### config.mk
export PLATFORM = sky130hd
export DESIGN_NAME = pc_fetch_unit_flat
export DESIGN_NICKNAME = d
export VERILOG_FILES = /design/src/rtl/pc_fetch_unit_if.sv /design/src/rtl/pc_fetch_unit.sv /design/src/flat_wrapper.sv
export SDC_FILE = /design/constraint.sdc
export NUM_CORES = 1
export LEC_CHECK = 0
export CORE_UTILIZATION = 50
export CTS_CLUSTER_DIAMETER = 120
export CTS_CLUSTER_SIZE = 25
export DETAILED_ROUTE_END_ITERATION = 10
export PLACE_DENSITY = 0.72
export SLEW_MARGIN = 40
export SYNTH_ARGS = -nofsm -noshare
export SYNTH_HDL_FRONTEND = slang
export SYNTH_SLANG_ARGS = --single-unit
### constraint.sdc
create_clock -name clk -period 6.69 [get_ports clk]
set_input_delay 1.0035 -clock clk [delete_from_list [all_inputs] [get_ports clk]]
set_output_delay 1.0035 -clock clk [all_outputs]
set_load 0.01 [all_outputs]
### src/rtl/pc_fetch_unit_if.sv
// Bundle of program-memory, redirect and decode handshake signals around the fetch unit.
// Latency: none, pure wiring.
// Backpressure: carried by imem_ready (memory side) and instr_ready (decode side).
interface pc_fetch_unit_if #(
    parameter int ADDR_W  = 16,
    parameter int INSTR_W = 16
);
    logic               imem_req;
    logic [ADDR_W-1:0]  imem_addr;
    logic               imem_ready;
    logic               imem_rvalid;
    logic [INSTR_W-1:0] imem_rdata;
    logic               redirect_valid;
    logic [ADDR_W-1:0]  redirect_target;
    logic               instr_valid;
    logic [INSTR_W-1:0] instr_data;
    logic [ADDR_W-1:0]  instr_pc;
    logic               instr_ready;
    logic               fetch_err;

    // Fetch unit side
    modport master (
        output imem_req, imem_addr,
        input  imem_ready, imem_rvalid, imem_rdata,
        input  redirect_valid, redirect_target,
        output instr_valid, instr_data, instr_pc,
        input  instr_ready,
        output fetch_err
    );

    // Memory / decode / branch unit side
    modport slave (
        input  imem_req, imem_addr,
        output imem_ready, imem_rvalid, imem_rdata,
        output redirect_valid, redirect_target,
        input  instr_valid, instr_data, instr_pc,
        output instr_ready,
        input  fetch_err
    );
endinterface

### src/rtl/pc_fetch_unit.sv
// Program counter plus fetch queue between program memory and decode; optional macro FETCH_ALIGN_CHECK_EN.
// Latency: a memory response in cycle N is presented on instr_valid in cycle N+1.
// Backpressure: requests stop once queued + in-flight entries reach FQ_DEPTH; decode stalls with instr_ready.
module pc_fetch_unit #(
    parameter int ADDR_W      = 16,
    parameter int INSTR_W     = 16,
    parameter int INSTR_BYTES = 2,
    parameter int RESET_PC    = 0,
    parameter int FQ_DEPTH    = 4
) (
    input  logic            clk,
    input  logic            rst,
    pc_fetch_unit_if.master bus
);
    localparam int CW = $clog2(FQ_DEPTH + 1);
    localparam int PW = $clog2(FQ_DEPTH);
    localparam logic [ADDR_W-1:0] ALIGN_MASK = ADDR_W'(INSTR_BYTES - 1);
    localparam logic [ADDR_W-1:0] PC_INC     = ADDR_W'(INSTR_BYTES);
    localparam logic [ADDR_W-1:0] PC_RST     = ADDR_W'(RESET_PC);
    localparam logic [CW:0]       DEPTH_C    = (CW + 1)'(FQ_DEPTH);

    logic [ADDR_W-1:0] pc_q, pc_d;
    logic [CW-1:0]     q_count_q, q_count_d;
    logic [CW-1:0]     outstanding_q, outstanding_d;
    logic [CW-1:0]     discard_q, discard_d;

    // Address FIFO: PCs of in-flight requests, popped by each response (kept or dropped)
    logic [FQ_DEPTH-1:0][ADDR_W-1:0] af_pc_q, af_pc_d;
    logic [PW-1:0]                   af_wr_q, af_wr_d, af_rd_q, af_rd_d;

    // Fetch queue: instruction word paired with its PC
    logic [FQ_DEPTH-1:0][INSTR_W-1:0] fq_data_q, fq_data_d;
    logic [FQ_DEPTH-1:0][ADDR_W-1:0]  fq_pc_q, fq_pc_d;
    logic [PW-1:0]                    fq_wr_q, fq_wr_d, fq_rd_q, fq_rd_d;

    logic              accept, resp, push, pop, redir;
    logic [ADDR_W-1:0] redir_pc;
    logic [CW:0]       credit_used;

    // Request only from registered occupancy so imem_req never depends on an input
    assign credit_used   = {1'b0, q_count_q} + {1'b0, outstanding_q};
    assign bus.imem_req  = !rst && (credit_used < DEPTH_C);
    assign bus.imem_addr = pc_q;

    assign bus.instr_valid = (q_count_q != '0);
    assign bus.instr_data  = bus.instr_valid ? fq_data_q[fq_rd_q] : '0;
    assign bus.instr_pc    = bus.instr_valid ? fq_pc_q[fq_rd_q]   : '0;

    assign accept = bus.imem_req && bus.imem_ready;
    // A response with nothing in flight is a protocol violation and is ignored
    assign resp   = bus.imem_rvalid && (outstanding_q != '0);
    assign pop    = bus.instr_valid && bus.instr_ready;
    assign push   = resp && (discard_q == '0) && !redir;

    // Target with alignment bits cleared; identical to the target when already aligned
    assign redir_pc = bus.redirect_target & ~ALIGN_MASK;

`ifdef FETCH_ALIGN_CHECK_EN
    logic misaligned;
    logic fetch_err_q, fetch_err_d;

    assign misaligned  = |(bus.redirect_target & ALIGN_MASK);
    assign redir       = bus.redirect_valid && !misaligned;
    assign fetch_err_d = bus.redirect_valid && misaligned;
    assign bus.fetch_err = fetch_err_q;

    // One-cycle error pulse following a rejected redirect
    always_ff @(posedge clk or posedge rst) begin
        if (rst) fetch_err_q <= 1'b0;
        else     fetch_err_q <= fetch_err_d;
    end
`else
    assign redir         = bus.redirect_valid;
    assign bus.fetch_err = 1'b0;
`endif

    // Next-state: PC advance, FIFO bookkeeping, and redirect flush which overrides everything
    always_comb begin
        pc_d          = pc_q;
        af_pc_d       = af_pc_q;
        af_wr_d       = af_wr_q;
        af_rd_d       = af_rd_q;
        fq_data_d     = fq_data_q;
        fq_pc_d       = fq_pc_q;
        fq_wr_d       = fq_wr_q;
        fq_rd_d       = fq_rd_q;
        discard_d     = discard_q;
        outstanding_d = outstanding_q + CW'(accept) - CW'(resp);
        q_count_d     = q_count_q + CW'(push) - CW'(pop);

        if (accept) begin
            af_pc_d[af_wr_q] = pc_q;
            af_wr_d          = af_wr_q + 1'b1;
            pc_d             = pc_q + PC_INC;
        end
        if (resp) begin
            af_rd_d = af_rd_q + 1'b1;
            if (discard_q != '0) discard_d = discard_q - 1'b1;
        end
        if (push) begin
            fq_data_d[fq_wr_q] = bus.imem_rdata;
            fq_pc_d[fq_wr_q]   = af_pc_q[af_rd_q];
            fq_wr_d            = fq_wr_q + 1'b1;
        end
        if (pop) fq_rd_d = fq_rd_q + 1'b1;

        // Everything still in flight, including a request accepted this cycle, is dropped
        if (redir) begin
            pc_d      = redir_pc;
            discard_d = outstanding_d;
            q_count_d = '0;
            fq_wr_d   = '0;
            fq_rd_d   = '0;
        end
    end

    // State registers with asynchronous reset
    always_ff @(posedge clk or posedge rst) begin
        if (rst) begin
            pc_q          <= PC_RST;
            q_count_q     <= '0;
            outstanding_q <= '0;
            discard_q     <= '0;
            af_pc_q       <= '0;
            af_wr_q       <= '0;
            af_rd_q       <= '0;
            fq_data_q     <= '0;
            fq_pc_q       <= '0;
            fq_wr_q       <= '0;
            fq_rd_q       <= '0;
        end else begin
            pc_q          <= pc_d;
            q_count_q     <= q_count_d;
            outstanding_q <= outstanding_d;
            discard_q     <= discard_d;
            af_pc_q       <= af_pc_d;
            af_wr_q       <= af_wr_d;
            af_rd_q       <= af_rd_d;
            fq_data_q     <= fq_data_d;
            fq_pc_q       <= fq_pc_d;
            fq_wr_q       <= fq_wr_d;
            fq_rd_q       <= fq_rd_d;
        end
    end
endmodule

### src/flat_wrapper.sv
// flat-port wrapper written by rule: the top's interface ports become plain ports
module pc_fetch_unit_flat 
#(
    parameter int ADDR_W      = 16,
    parameter int INSTR_W     = 16,
    parameter int INSTR_BYTES = 2,
    parameter int RESET_PC    = 0,
    parameter int FQ_DEPTH    = 4
)
  (clk, rst, bus_imem_req, bus_imem_addr, bus_imem_ready, bus_imem_rvalid, bus_imem_rdata, bus_redirect_valid, bus_redirect_target, bus_instr_valid, bus_instr_data, bus_instr_pc, bus_instr_ready, bus_fetch_err);
  pc_fetch_unit_if #(.ADDR_W(ADDR_W), .INSTR_W(INSTR_W)) bus_i ();
  input  logic clk;
  input  logic rst;
  output wire logic [$bits(bus_i.imem_req)-1:0] bus_imem_req;
  output wire logic [$bits(bus_i.imem_addr)-1:0] bus_imem_addr;
  input wire logic [$bits(bus_i.imem_ready)-1:0] bus_imem_ready;
  input wire logic [$bits(bus_i.imem_rvalid)-1:0] bus_imem_rvalid;
  input wire logic [$bits(bus_i.imem_rdata)-1:0] bus_imem_rdata;
  input wire logic [$bits(bus_i.redirect_valid)-1:0] bus_redirect_valid;
  input wire logic [$bits(bus_i.redirect_target)-1:0] bus_redirect_target;
  output wire logic [$bits(bus_i.instr_valid)-1:0] bus_instr_valid;
  output wire logic [$bits(bus_i.instr_data)-1:0] bus_instr_data;
  output wire logic [$bits(bus_i.instr_pc)-1:0] bus_instr_pc;
  input wire logic [$bits(bus_i.instr_ready)-1:0] bus_instr_ready;
  output wire logic [$bits(bus_i.fetch_err)-1:0] bus_fetch_err;
  assign bus_imem_req = bus_i.imem_req;
  assign bus_imem_addr = bus_i.imem_addr;
  assign bus_i.imem_ready = bus_imem_ready;
  assign bus_i.imem_rvalid = bus_imem_rvalid;
  assign bus_i.imem_rdata = bus_imem_rdata;
  assign bus_i.redirect_valid = bus_redirect_valid;
  assign bus_i.redirect_target = bus_redirect_target;
  assign bus_instr_valid = bus_i.instr_valid;
  assign bus_instr_data = bus_i.instr_data;
  assign bus_instr_pc = bus_i.instr_pc;
  assign bus_i.instr_ready = bus_instr_ready;
  assign bus_fetch_err = bus_i.fetch_err;
  pc_fetch_unit #(.ADDR_W(ADDR_W), .INSTR_W(INSTR_W), .INSTR_BYTES(INSTR_BYTES), .RESET_PC(RESET_PC), .FQ_DEPTH(FQ_DEPTH)) u_core (.clk(clk), .rst(rst), .bus(bus_i));
endmodule
== Yosys cells after proc, flatten, opt, wreduce, memory -nomap -nowiden ==
Index checks and enable logic that the tools add are counted.
Word-level totals
  output and inout port bits: 51
  flip-flop bits (word level): 225
  word-level logic and storage cells: 83
  bits of input ports: 38
Cells by class
  $lt $le $gt $ge: 7
  $add $sub $neg: 11
  multiplexer cells: 25
  reduce and logical (&&, ||, !) cells: 20
Operators by type and width (count)
  $bwmux W64: 3
  $mux W16: 9
  $bmux W16 S2: 3
  $demux W16 S2: 2
  $add A16 B2 Y16 const B: 1
  $lt A2 B3 Y1 const B: 4
  $mux W3: 4
  $reduce_bool A2 Y1: 5
  $reduce_bool A3 Y1: 3
  $add A2 B1 Y2 const B: 4
  $logic_and A1 B1 Y1: 8
  $mux W2: 4
  $add A3 B1 Y3: 2
  $sub A3 B1 Y3: 2
  $add A3 B3 Y4: 1
  $ge A2 B1 Y1 const B: 2
  $lt A4 B3 Y1 const B: 1
  $logic_not A3 Y1: 1
  $sub A3 B1 Y3 const B: 1
  $logic_not A1 Y1: 2
  $reduce_and A2 Y1: 1

== Longest topological paths before layout ==
  depth after elaboration: 7
  gate-level depth with buffers: 11
  depth with buffers taken out: 10

== Worst setup path before layout ==
No wires, ideal clock.
  kind: in2out
  from: input port rst
  to: output port bus_imem_req
  stages: 2
  slack: 3.970 ns
  buffers on the path: 0
  arrival time: 1.717 ns
  required time: 5.687 ns
  cell sequence: or4_1 nor2_1
Between the ends
  word-level cells in the longest chain between the ends: 2
RTL lines
  from (decl): RTL line flat_wrapper.sv:13  | input logic rst;
  $logic_not A1 Y1: RTL line pc_fetch_unit.sv:42  | assign bus.imem_req = !rst && (credit_used < DEPTH_C);
  $logic_and A1 B1 Y1: RTL line pc_fetch_unit.sv:42
  to (decl): RTL line flat_wrapper.sv:14  | output wire logic [$bits(bus_i.imem_req)-1:0] bus_imem_req;
Every way passes these cells.

== Final worst setup path ==
Ends and elaborated chain as after synthesis.

==> out/metrics.csv <==
stage,metric,value,unit
global_route,use_met1,0.281,
synth,syn-cell-area,0.0102,sq mm
cells_and_area,fin_util,0.588,
placed_design,io_buffers,84,
sta,fmax,0.256,GHz
global_route,grt_util_met3,0.0223,
detailed_routing,wire_per_inst,20.5,um
cells_and_area,ff_latch_area,0.00541,sq mm
clock_tree,cts_resized,0,
global_route,top_usage_layer,met2,
clock_tree,clk_latency,470,ps
setup_path,critPathMaxFanout,3,
global_route,overflow,0,
sta,fin_ws,2790,ps
setup_path,cp_common_cell,clkdlybuf4s50_1,
floorplanning,rows,51,
clock_tree,clockBufferDepth,3,
cells_and_area,fin_nets,807,
synth,yosysUniqueCellTypes,46,
global_route,grt_use_total,0.206,
cells_and_area,synthToLayoutAreaGrowth,13.5,%
floorplanning,io_pins,89,
job,maxCapViolCount,0,
sta,hold_viol,0,
setup_path,worst_setup_path_start_kind,input port,
sta,timing.final.crit_share,0.584,
cells_and_area,multi_input_area,0.00455,sq mm
global_route,antenna_found_initial,0,
floorplanning,die_area,0.0211,sq mm
detailed_routing,vias,5844,
floorplanning,start_util,0.518,
outcome,status,"complete, no violations",
clock_tree,htreeDepth,1,
sta,period_needed,3900,ps
synth,syn_inst,689,
cells_and_area,final_cell_mix,"dfrtp_1, mux2_2, clkdlybuf4s50_1",
clock_tree,cts_tree,done,
detailed_routing,via_per_inst,5.75,
synth,synth.largest_area_cell,dfrtp_1,
clock_tree,cts_buffers,12,
synth,avgSynthCellArea,14.9,sq um
detailed_routing,routed_wl,20.9,mm
global_route,grt_pass1_vias,6558,
synth,async_reset_ff_frac,1.00,
sta,finalSetupTns,0,ps
global_route,grt_max_degree,64,
cells_and_area,diodes,0,
clock_tree,clock-sinks,216,
sta,report.final.slew_viol_count,0,
cells_and_area,drive_gt1_frac,0.342,
synth,synth_flop_cell,dfrtp_1,
sta,rsz0062_at_grt,no,
clock_tree,cts-hold-fix-buffers,0,
cells_and_area,final_common_cell,dfrtp_1,
hold_path,hold_class,flip-flop to flip-flop,
placed_design,placedCellCount,1000,
synth,synthDominantCellAreaShare,0.528,
detailed_routing,first_pass_iters,4,
setup_path,max_stage_delay,590,ps
power_and_ir_drop,p_leak,5.34,nW
setup_path,crit_chain,clkdlybuf4s50_1 > or4_1 > nor2_1 > clkdlybuf4s50_1,
sta,hold_ws,495,ps
synth,ys_warn_count,0,
power_and_ir_drop,power_density,385,mW/mm^2
sta,setup_viol,0,
placed_design,pre_cts_slack,2740,ps
placed_design,finalWeightedCongestion,0.763,
floorplanning,core,0.0198,sq mm
floorplanning,die_h,145,um
sta,tightest_slew,848,ps
sta,finalClockSkew,13.4,ps
clock_tree,cts_setup_buffers,0,
synth,ys_top_cells_by_area,"dfrtp_1, mux2_2, mux4_2",
setup_path,worstSetupPathType,input port to output port,
global_route,use_met2,0.359,
cells_and_area,fill_cells,1503,
setup_path,critPathCaptureType,output port,
clock_tree,clk_pin_slew_worst_paths,90,ps
setup_path,required,5690,ps
setup_path,cp_data_arrival_time,2900,ps
placed_design,post-dp-hpwl,13.7,mm
synth,synth_edf_count,0,
setup_path,crit_slowest_cell,or4_1,
cells_and_area,layoutNonFillerInstCount,1017,
clock_tree,cts_root_buffer,clkbuf_16,
synth,ys_ff_latch,216,
detailed_routing,drtAntennaViolNets,0,
synth,ys_seq_area_frac,0.528,
detailed_routing,drt_iter0_markers,258,
detailed_routing,drc,0,
floorplanning,die_x,145,um
power_and_ir_drop,vdd_drop_max,0.155,mV
sta,relSlewSlack,0.434,
global_route,grt_pass1_wl,34.7,mm
==> cell type report <==
type	instances	share of cell area
repair buffers	91	0.0793
multi-input cells	412	0.391
well taps	265	0.0285
inverters	17	0.00592
clock buffers	15	0.0286
clock inverters	1	0.000968
flip-flops and latches	216	0.465
==> power breakdown <==
part	total, mW	internal, mW	switching (mW)	leakage [nW]
Clock	0.773	0.358	0.415	0.169
Sequential	2.01	1.69	0.317	2.81
Combinational	1.70	1.00	0.695	2.36
Total	4.48	3.05	1.43	5.34
==> state kept, by name, indices dropped and copies added, names as in the netlist <==
name / flops
u_core.bus.imem_addr: 15
u_core.outstanding_q: 3
u_core.fq_rd_q: 2
u_core.fq_pc_q: 60
u_core.af_wr_q: 2
u_core.q_count_q: 3
u_core.fq_wr_q: 2
u_core.fq_data_q: 64
u_core.discard_q: 3
u_core.af_rd_q: 2
u_core.af_pc_q: 60
==> synthesized netlist by cell type (2+ instances only) <==
cell      number
o31ai_1        2
mux2_1        13
inv_1         15
ha_1          17
nor2_1        16
nand2_1       21
and3_1         3
or3_1          6
mux2_2       142
nand2b_1       2
mux2i_1        2
or4_1          3
and2_1        32
mux2_4        30
fa_1           2
o21ai_0       16
and4_1         3
nand2_8        3
nand4_1        8
xor2_1         6
clkbuf_1      15
buf_1          4
mux4_2        46
buf_4          3
dfrtp_1      216
a31oi_1        9
o31a_1         2
buf_2         20
nand3_1        4
buf_8          3
xnor2_1       10
==> path summary, 6_finish.rpt <==
check                      cells after the start                 start              endpoint  slack [ps]
max                                            4                   rst          bus_imem_req        2790
max in group asynchronous                      3                   rst    u_core.af_pc_q[29]        4630
min in group asynchronous                      2                   rst    u_core.fq_pc_q[42]        1090
min                                            1  u_core.fq_data_q[41]  u_core.fq_data_q[41]         500
min reg2reg                                    1  u_core.fq_data_q[41]  u_core.fq_data_q[41]         500
max reg2reg                                   10   u_core.q_count_q[1]   u_core.q_count_q[2]        3710
==> per-stage QoR <==
| stage | total power [mW] | area, sq um |
|---|---|---|
| final | 4.48 | 11600 |
| after CTS | 4.53 | 11600 |
| after global placement | 3.63 | 11200 |
| after detailed placement | 3.75 | 11300 |
| after floorplan | 3.17 | 10300 |
| after global routing | 4.74 | 11600 |
==> critical path: cells and delay by family <==
family,cells,cell delay (ps)
buffers and inverters,2,1120
AND/OR/NAND/NOR,2,770
==> per-layer routing <==
layer  share of wire  up-vias  wire, um
met3           0.034       20       703
met2            0.51      115     10700
met1            0.44     3111      9250
met5               0        -         0
met4           0.011        0       238
li1                -     2598         -
==> cells by family (layout without fill, tap and decap cells) <==
group	after synthesis	count (layout)	share of synthesized area
flops	216	216	0.528
buf+inv	63	124	0.0316
xor+xnor	16	16	0.0137
mux	233	233	0.318
fa+ha+maj	19	19	0.0247
other cells	1	3	0.000366
simple gates	109	109	0.0652
compound gates	32	32	0.0191
Note: power is estimated with default switching activity, not from simulation.
==> RTL change 1: new RTL, same settings <==
`fq_data_q` no longer has a reset.
--- a/src/rtl/pc_fetch_unit.sv
+++ b/src/rtl/pc_fetch_unit.sv
@@ -124,7 +124,6 @@
             af_pc_q       <= '0;
             af_wr_q       <= '0;
             af_rd_q       <= '0;
-            fq_data_q     <= '0;
             fq_pc_q       <= '0;
             fq_wr_q       <= '0;
             fq_rd_q       <= '0;
@@ -136,11 +135,14 @@
             af_pc_q       <= af_pc_d;
             af_wr_q       <= af_wr_d;
             af_rd_q       <= af_rd_d;
-            fq_data_q     <= fq_data_d;
             fq_pc_q       <= fq_pc_d;
             fq_wr_q       <= fq_wr_d;
             fq_rd_q       <= fq_rd_d;
         end
     end
+
+    always_ff @(posedge clk) begin
+        fq_data_q <= fq_data_d;
+    end
 endmodule
 
Check against the original RTL: same outputs for any inputs over 4 cycles, from zero or initial values and one cycle with rst high; that may be too few to reach the edited logic, so the function may still have changed.
==> RTL change 1 against the unedited design <==
Cell count decreased by 6.7%. Die area decreased by 4.0%. Count of clock-buffer cells in the layout increased by 4. Global-route usage decreased by 0.65 points. Clock power about the same. Critical path depth unchanged. Sequential cell count unchanged. Design area decreased by 3.9%. Clock skew increased by 11 ps. Total power decreased by 5.5%. Maximum frequency increased by 0.98%. Routed wire length decreased by 10%. Setup slack improved by 38 ps. Area after synthesis decreased by 4.0%.
==> RTL change 1: results (changes against the unedited design) <==
stage,metric,value,unit,change
synth,yosysSeqAreaShare,0.5824,,was 0.5278
synth,synth-edff-count,64,,was 0
placement,place_ws,2705,ps,was 2741 ps
pwr,leakage,4.855,nW,was 5.339 nW
global_route,grt_max_degree,79,,was 64
global_route,grt_pass1_wl,31.04,mm,was 34.73 mm
setup_path,r2r-start,u_core.outstanding_q[2],,was u_core.q_count_q[1]
timing,skew,24.46,ps,was 13.39 ps
setup_path,slowest_stage,dfrtp_2,,was or4_1
setup_path,startpoint,u_core.fq_rd_q[0],,was rst
synth,async_reset_ff_frac,0.7037,,was 1.000
worst_hold_path,hp-class,reg -> reg,,unchanged
cells_and_area,nets,740,,was 807
placement,gp_congestion,0.7765,,was 0.7625
cts,cts_max_path_buffers,3,,unchanged
setup_path,ff2ff_path_depth,7,,was 10
synth,synth_cell_types,44,,was 46
cells_and_area,drive_above_1_share,0.2177,,was 0.3418
status,status,"complete, no violations",,unchanged
routing,viasPerCell,5.502,,was 5.746
setup_path,r2r_end,u_core.discard_q[1],,was u_core.q_count_q[2]
synth,ys_top_cells_by_count,"dfrtp_1, edfxtp_1, mux2_1",,"was dfrtp_1, mux2_2, mux4_2"
worst_hold_path,holdCritStartpoint,u_core.af_pc_q[45],,was u_core.fq_data_q[41]
cts,cts_resized,0,,unchanged
setup_path,reg2reg_slack,3620,ps,was 3710 ps
setup_path,slowest_delay,640,ps,was 590 ps
global_route,grtUsageTotal,0.1997,,was 0.2062
cells_and_area,fillers,1451,,was 1503
global_route,grt_pass1_vias,5729,,was 6558
setup_path,crit_arrival,2860,ps,was 2900 ps
cts,htreeDepth,1,,unchanged
setup_path,crit_path_max_fanout,22,,was 3
cts,clkTransAtPathRegs,100,ps,
routing,drtIter0Drc,238,,was 258
pwr,peakVddDrop,0.2330,mV,was 0.1548 mV
global_route,antenna_found_initial,0,,unchanged
global_route,grt-ovfl-total,0,,unchanged
placement,dpl.hpwl,12.31,mm,was 13.70 mm
worst_hold_path,hold_end,u_core.af_pc_q[45],,was u_core.fq_data_q[41]
cts,clkLatencyLatePin,470,ps,about the same
cells_and_area,reg.largest.list,"u_core.fq_data_q (64), u_core.af_pc_q (60), u_core.fq_pc_q (60)",,unchanged
routing,wl_per_cell,19.79,um,was 20.52 um
timing,worst_pin_slew,825.5,ps,was 848.4 ps
synth,netlist_top_cells_area,"dfrtp_1, edfxtp_1, mux4_2",,"was dfrtp_1, mux2_2, mux4_2"
## RTL change 1: cell count changes after synthesis, moves of 7 or more
cell	delta
mux2_2	-117
nand2_1	-7
inv_1	+8
buf_2	-16
edfxtp_1	+64
mux2_1	+42
mux2_4	+10
buf_6	+9
nand2_4	+8
dfrtp_1	-64
## RTL change 1: power breakdown
part,switching (mW),internal [mW]
Clock,0.405,0.366
Sequential,0.273,1.66
Combinational,0.633,0.890
## RTL change 1: layout make-up
class | instances | area (sq um) | share of cell area
Sequential cell | 216 | 5733 | 0.5128
Multi-Input combinational cell | 341 | 3796 | 0.3396
Timing Repair Buffer | 87 | 867.1 | 0.07756
Clock buffer | 19 | 347.8 | 0.03111
Tap cell | 260 | 325.3 | 0.02910
Inverter | 25 | 98.84 | 0.008842
Clock inverter | 1 | 11.26 | 0.001007
## RTL change 1: metrics by stage
step	util	instances	hold slack (ps)	total power, mW	area, sq um
4_1_cts	0.5876	949	499.6	4.282	11180
5_1_grt	0.5878	949	511.1	4.501	11180
3_5_place_dp	0.5688	929	477.6	3.507	10820
6_report	0.5878	949	496.1	4.233	11180
3_3_place_gp	0.5684	929	468.1	3.419	10810
2_1_floorplan	-	616	458.7	2.972	9838
## RTL change 1: how the worst max path moves through the flow
stage / endpoint / slack (ps) / cells past startpoint
finish: bus_instr_pc[11] / 2820 / 4
global route: bus_instr_pc[11] / 2630 / 4
CTS: bus_instr_pc[11] / 2740 / 4
detailed placement: u_core.fq_data_q[56] / 2710 / 6
global placement: u_core.fq_data_q[5] / 2770 / 6
floorplan: u_core.af_pc_q[10] / 1590 / 1
## RTL change 1: worst max-delay path: cells and delay by family, from the launching register on
family	cells	cell delay [ps]
flops	1	640
buf+inv	2	980
simple gates	1	200
mux	1	560
## RTL change 1: layer usage
metal	GRT usage	share of wire	up-vias
met4	0.03622	0.013	0
li1	-	-	2367
met2	0.3488	0.50	99
met1	0.2734	0.46	2737
met5	0	0	-
met3	0.02187	0.029	18
## RTL change 1: logic make-up after synthesis
| family | Yosys count | synth area share |
|---|---|---|
| flip-flops | 216 | 0.5824 |
| AO/OA/AOI/OAI | 32 | 0.01947 |
| XOR/XNOR | 16 | 0.01425 |
| AND/OR/NAND/NOR | 103 | 0.06529 |
| multiplexers | 168 | 0.2601 |
| buffers and inverters | 59 | 0.03233 |
| adder cells (fa/ha/maj) | 19 | 0.02571 |
| other | 1 | 0.0003815 |
==> RTL change 2: new RTL, same flow settings <==
Made on the original files. `ADDR_W` is set to 16 in 3 places; all go to 17.
--- a/src/rtl/pc_fetch_unit_if.sv
+++ b/src/rtl/pc_fetch_unit_if.sv
@@ -2,7 +2,7 @@
 // Latency: none, pure wiring.
 // Backpressure: carried by imem_ready (memory side) and instr_ready (decode side).
 interface pc_fetch_unit_if #(
-    parameter int ADDR_W  = 16,
+    parameter int ADDR_W  = 17,
     parameter int INSTR_W = 16
 );
     logic               imem_req;
--- a/src/rtl/pc_fetch_unit.sv
+++ b/src/rtl/pc_fetch_unit.sv
@@ -2,7 +2,7 @@
 // Latency: a memory response in cycle N is presented on instr_valid in cycle N+1.
 // Backpressure: requests stop once queued + in-flight entries reach FQ_DEPTH; decode stalls with instr_ready.
 module pc_fetch_unit #(
-    parameter int ADDR_W      = 16,
+    parameter int ADDR_W      = 17,
     parameter int INSTR_W     = 16,
     parameter int INSTR_BYTES = 2,
     parameter int RESET_PC    = 0,
--- a/src/flat_wrapper.sv
+++ b/src/flat_wrapper.sv
@@ -1,7 +1,7 @@
 // flat-port wrapper written by rule: the top's interface ports become plain ports
 module pc_fetch_unit_flat 
 #(
-    parameter int ADDR_W      = 16,
+    parameter int ADDR_W      = 17,
     parameter int INSTR_W     = 16,
     parameter int INSTR_BYTES = 2,
     parameter int RESET_PC    = 0,
Ports: changed (resized bus_imem_addr, bus_instr_pc and bus_redirect_target); port bits go from 89 to 92. No check against the original RTL was run, so the function may have changed too.
==> RTL change 2 against the unedited design <==
Hold slack worse by 4.6 ps. Setup slack worse by 23 ps. Area after synthesis up 4.7%. Maximum frequency down 0.58%. Largest cell class unchanged. Critical path depth unchanged. Critical endpoint unchanged. Total power up 0.97%. Routed wire length up 0.72%. Sequential share of layout area about the same. Design area up 4.1%. Sequential cell count up 9. Count of clock-buffer cells in the layout down 1.
==> RTL change 2: results (changes against the unedited design) <==
stage,metric,value,unit,change
routing,drt_wl_total,21.02,mm,was 20.87 mm
pwr,netSwitchingPower,1.399,mW,was 1.426 mW
cells_and_area,nets,839,,was 807
routing,wl_met3,650,um,was 703 um
setup_path,startpoint,rst,,unchanged
cells_and_area,drive_above_1_share,0.3431,,was 0.3418
placement,port_buffers,87,,was 84
global_route,met1_usage,0.2849,,was 0.2811
status,status,"complete, no violations",,unchanged
synth,synth_cell_types,43,,was 46
global_route,grtUsageTotal,0.2030,,was 0.2062
worst_hold_path,hp-class,reg -> reg,,unchanged
synth,synth_xor_area_frac,0.01389,,was 0.01368
synth,yosysSeqAreaShare,0.5251,,was 0.5278
global_route,grt_pass1_vias,6567,,was 6558
setup_path,crit_path_max_fanout,8,,was 3
setup_path,slowest_delay,630,ps,was 590 ps
placement,placed_cell_area,11750,sq um,was 11260 sq um
timing,relSlewSlack,0.5204,,was 0.4344
pwr,peakVddDrop,0.1586,mV,was 0.1548 mV
setup_path,ff2ff_path_depth,9,,was 10
synth,synth_compound_area_frac,0.02019,,was 0.01906
synth,yosys.area_share.adder,0.02357,,was 0.02468
placement,gp_congestion,0.8447,,was 0.7625
routing,wl_met1,9.673,mm,was 9.254 mm
global_route,grt_pass1_wl,35.22,mm,was 34.73 mm
setup_path,r2r_end,u_core.discard_q[2],,was u_core.q_count_q[2]
pwr,leakage,5.497,nW,was 5.339 nW
routing,wl_met2,10.38,mm,was 10.68 mm
global_route,grtUsageMet3,0.01871,,was 0.02233
global_route,grt_max_degree,101,,was 64
setup_path,reg2reg_slack,3640,ps,was 3710 ps
synth,ys_top_cells_by_count,"dfrtp_1, mux2_2, mux4_2",,unchanged
setup_path,r2r-start,u_core.outstanding_q[2],,was u_core.q_count_q[1]
routing,viasPerCell,5.713,,was 5.746
synth,netlist_top_cells_area,"dfrtp_1, mux2_2, mux4_2",,unchanged
cells_and_area,register_area,5637,sq um,was 5411 sq um
global_route,met2_usage,0.3472,,was 0.3594
placement,dpl.hpwl,13.46,mm,was 13.70 mm
worst_hold_path,holdCritStartpoint,u_core.fq_data_q[3],,was u_core.fq_data_q[41]
setup_path,slowest_stage,nor4_4,,was or4_1
synth,synthMuxAreaShare,0.3174,,was 0.3175
cells_and_area,fillers,1631,,was 1503
worst_hold_path,hold_end,u_core.fq_data_q[3],,was u_core.fq_data_q[41]
timing,whs,490.7,ps,was 495.3 ps
routing,wl_per_cell,19.91,um,was 20.52 um
timing,skew,12.66,ps,was 13.39 ps
placement,dp.cells,1041,,was 1000
timing,post-route-period-util,0.5871,,was 0.5837
cells_and_area,reg.largest.list,"u_core.af_pc_q (64), u_core.fq_data_q (64), u_core.fq_pc_q (64)",,"was u_core.fq_data_q (64), u_core.af_pc_q (60), u_core.fq_pc_q (60)"
routing,drtIter0Drc,283,,was 258
==> RTL change 2: cell types whose count changed in the layout (fill, tap and decap cells not counted), moves of 6 or more <==
| cell | change |
|---|---|
| and2_1 | +7 |
| dfrtp_1 | +9 |
| mux2_4 | +10 |
| nand3_1 | +6 |
==> RTL change 2: power groups by stage <==
stage	combinational, mW	clock [mW]	sequential, mW
after detailed placement	1.72	0	2.08
after floorplan	1.32	0	1.94
after CTS	1.72	0.789	2.05
after global placement	1.65	0	2.03
final	1.70	0.767	2.05
after global routing	1.85	0.838	2.11
==> RTL change 2: final cells by class <==
class | instances | area share
well taps | 275 | 0.02843
multi-input cells | 426 | 0.3915
flip-flops and latches | 225 | 0.4657
inverters | 18 | 0.005892
clock buffers | 14 | 0.02719
repair buffers | 98 | 0.08135
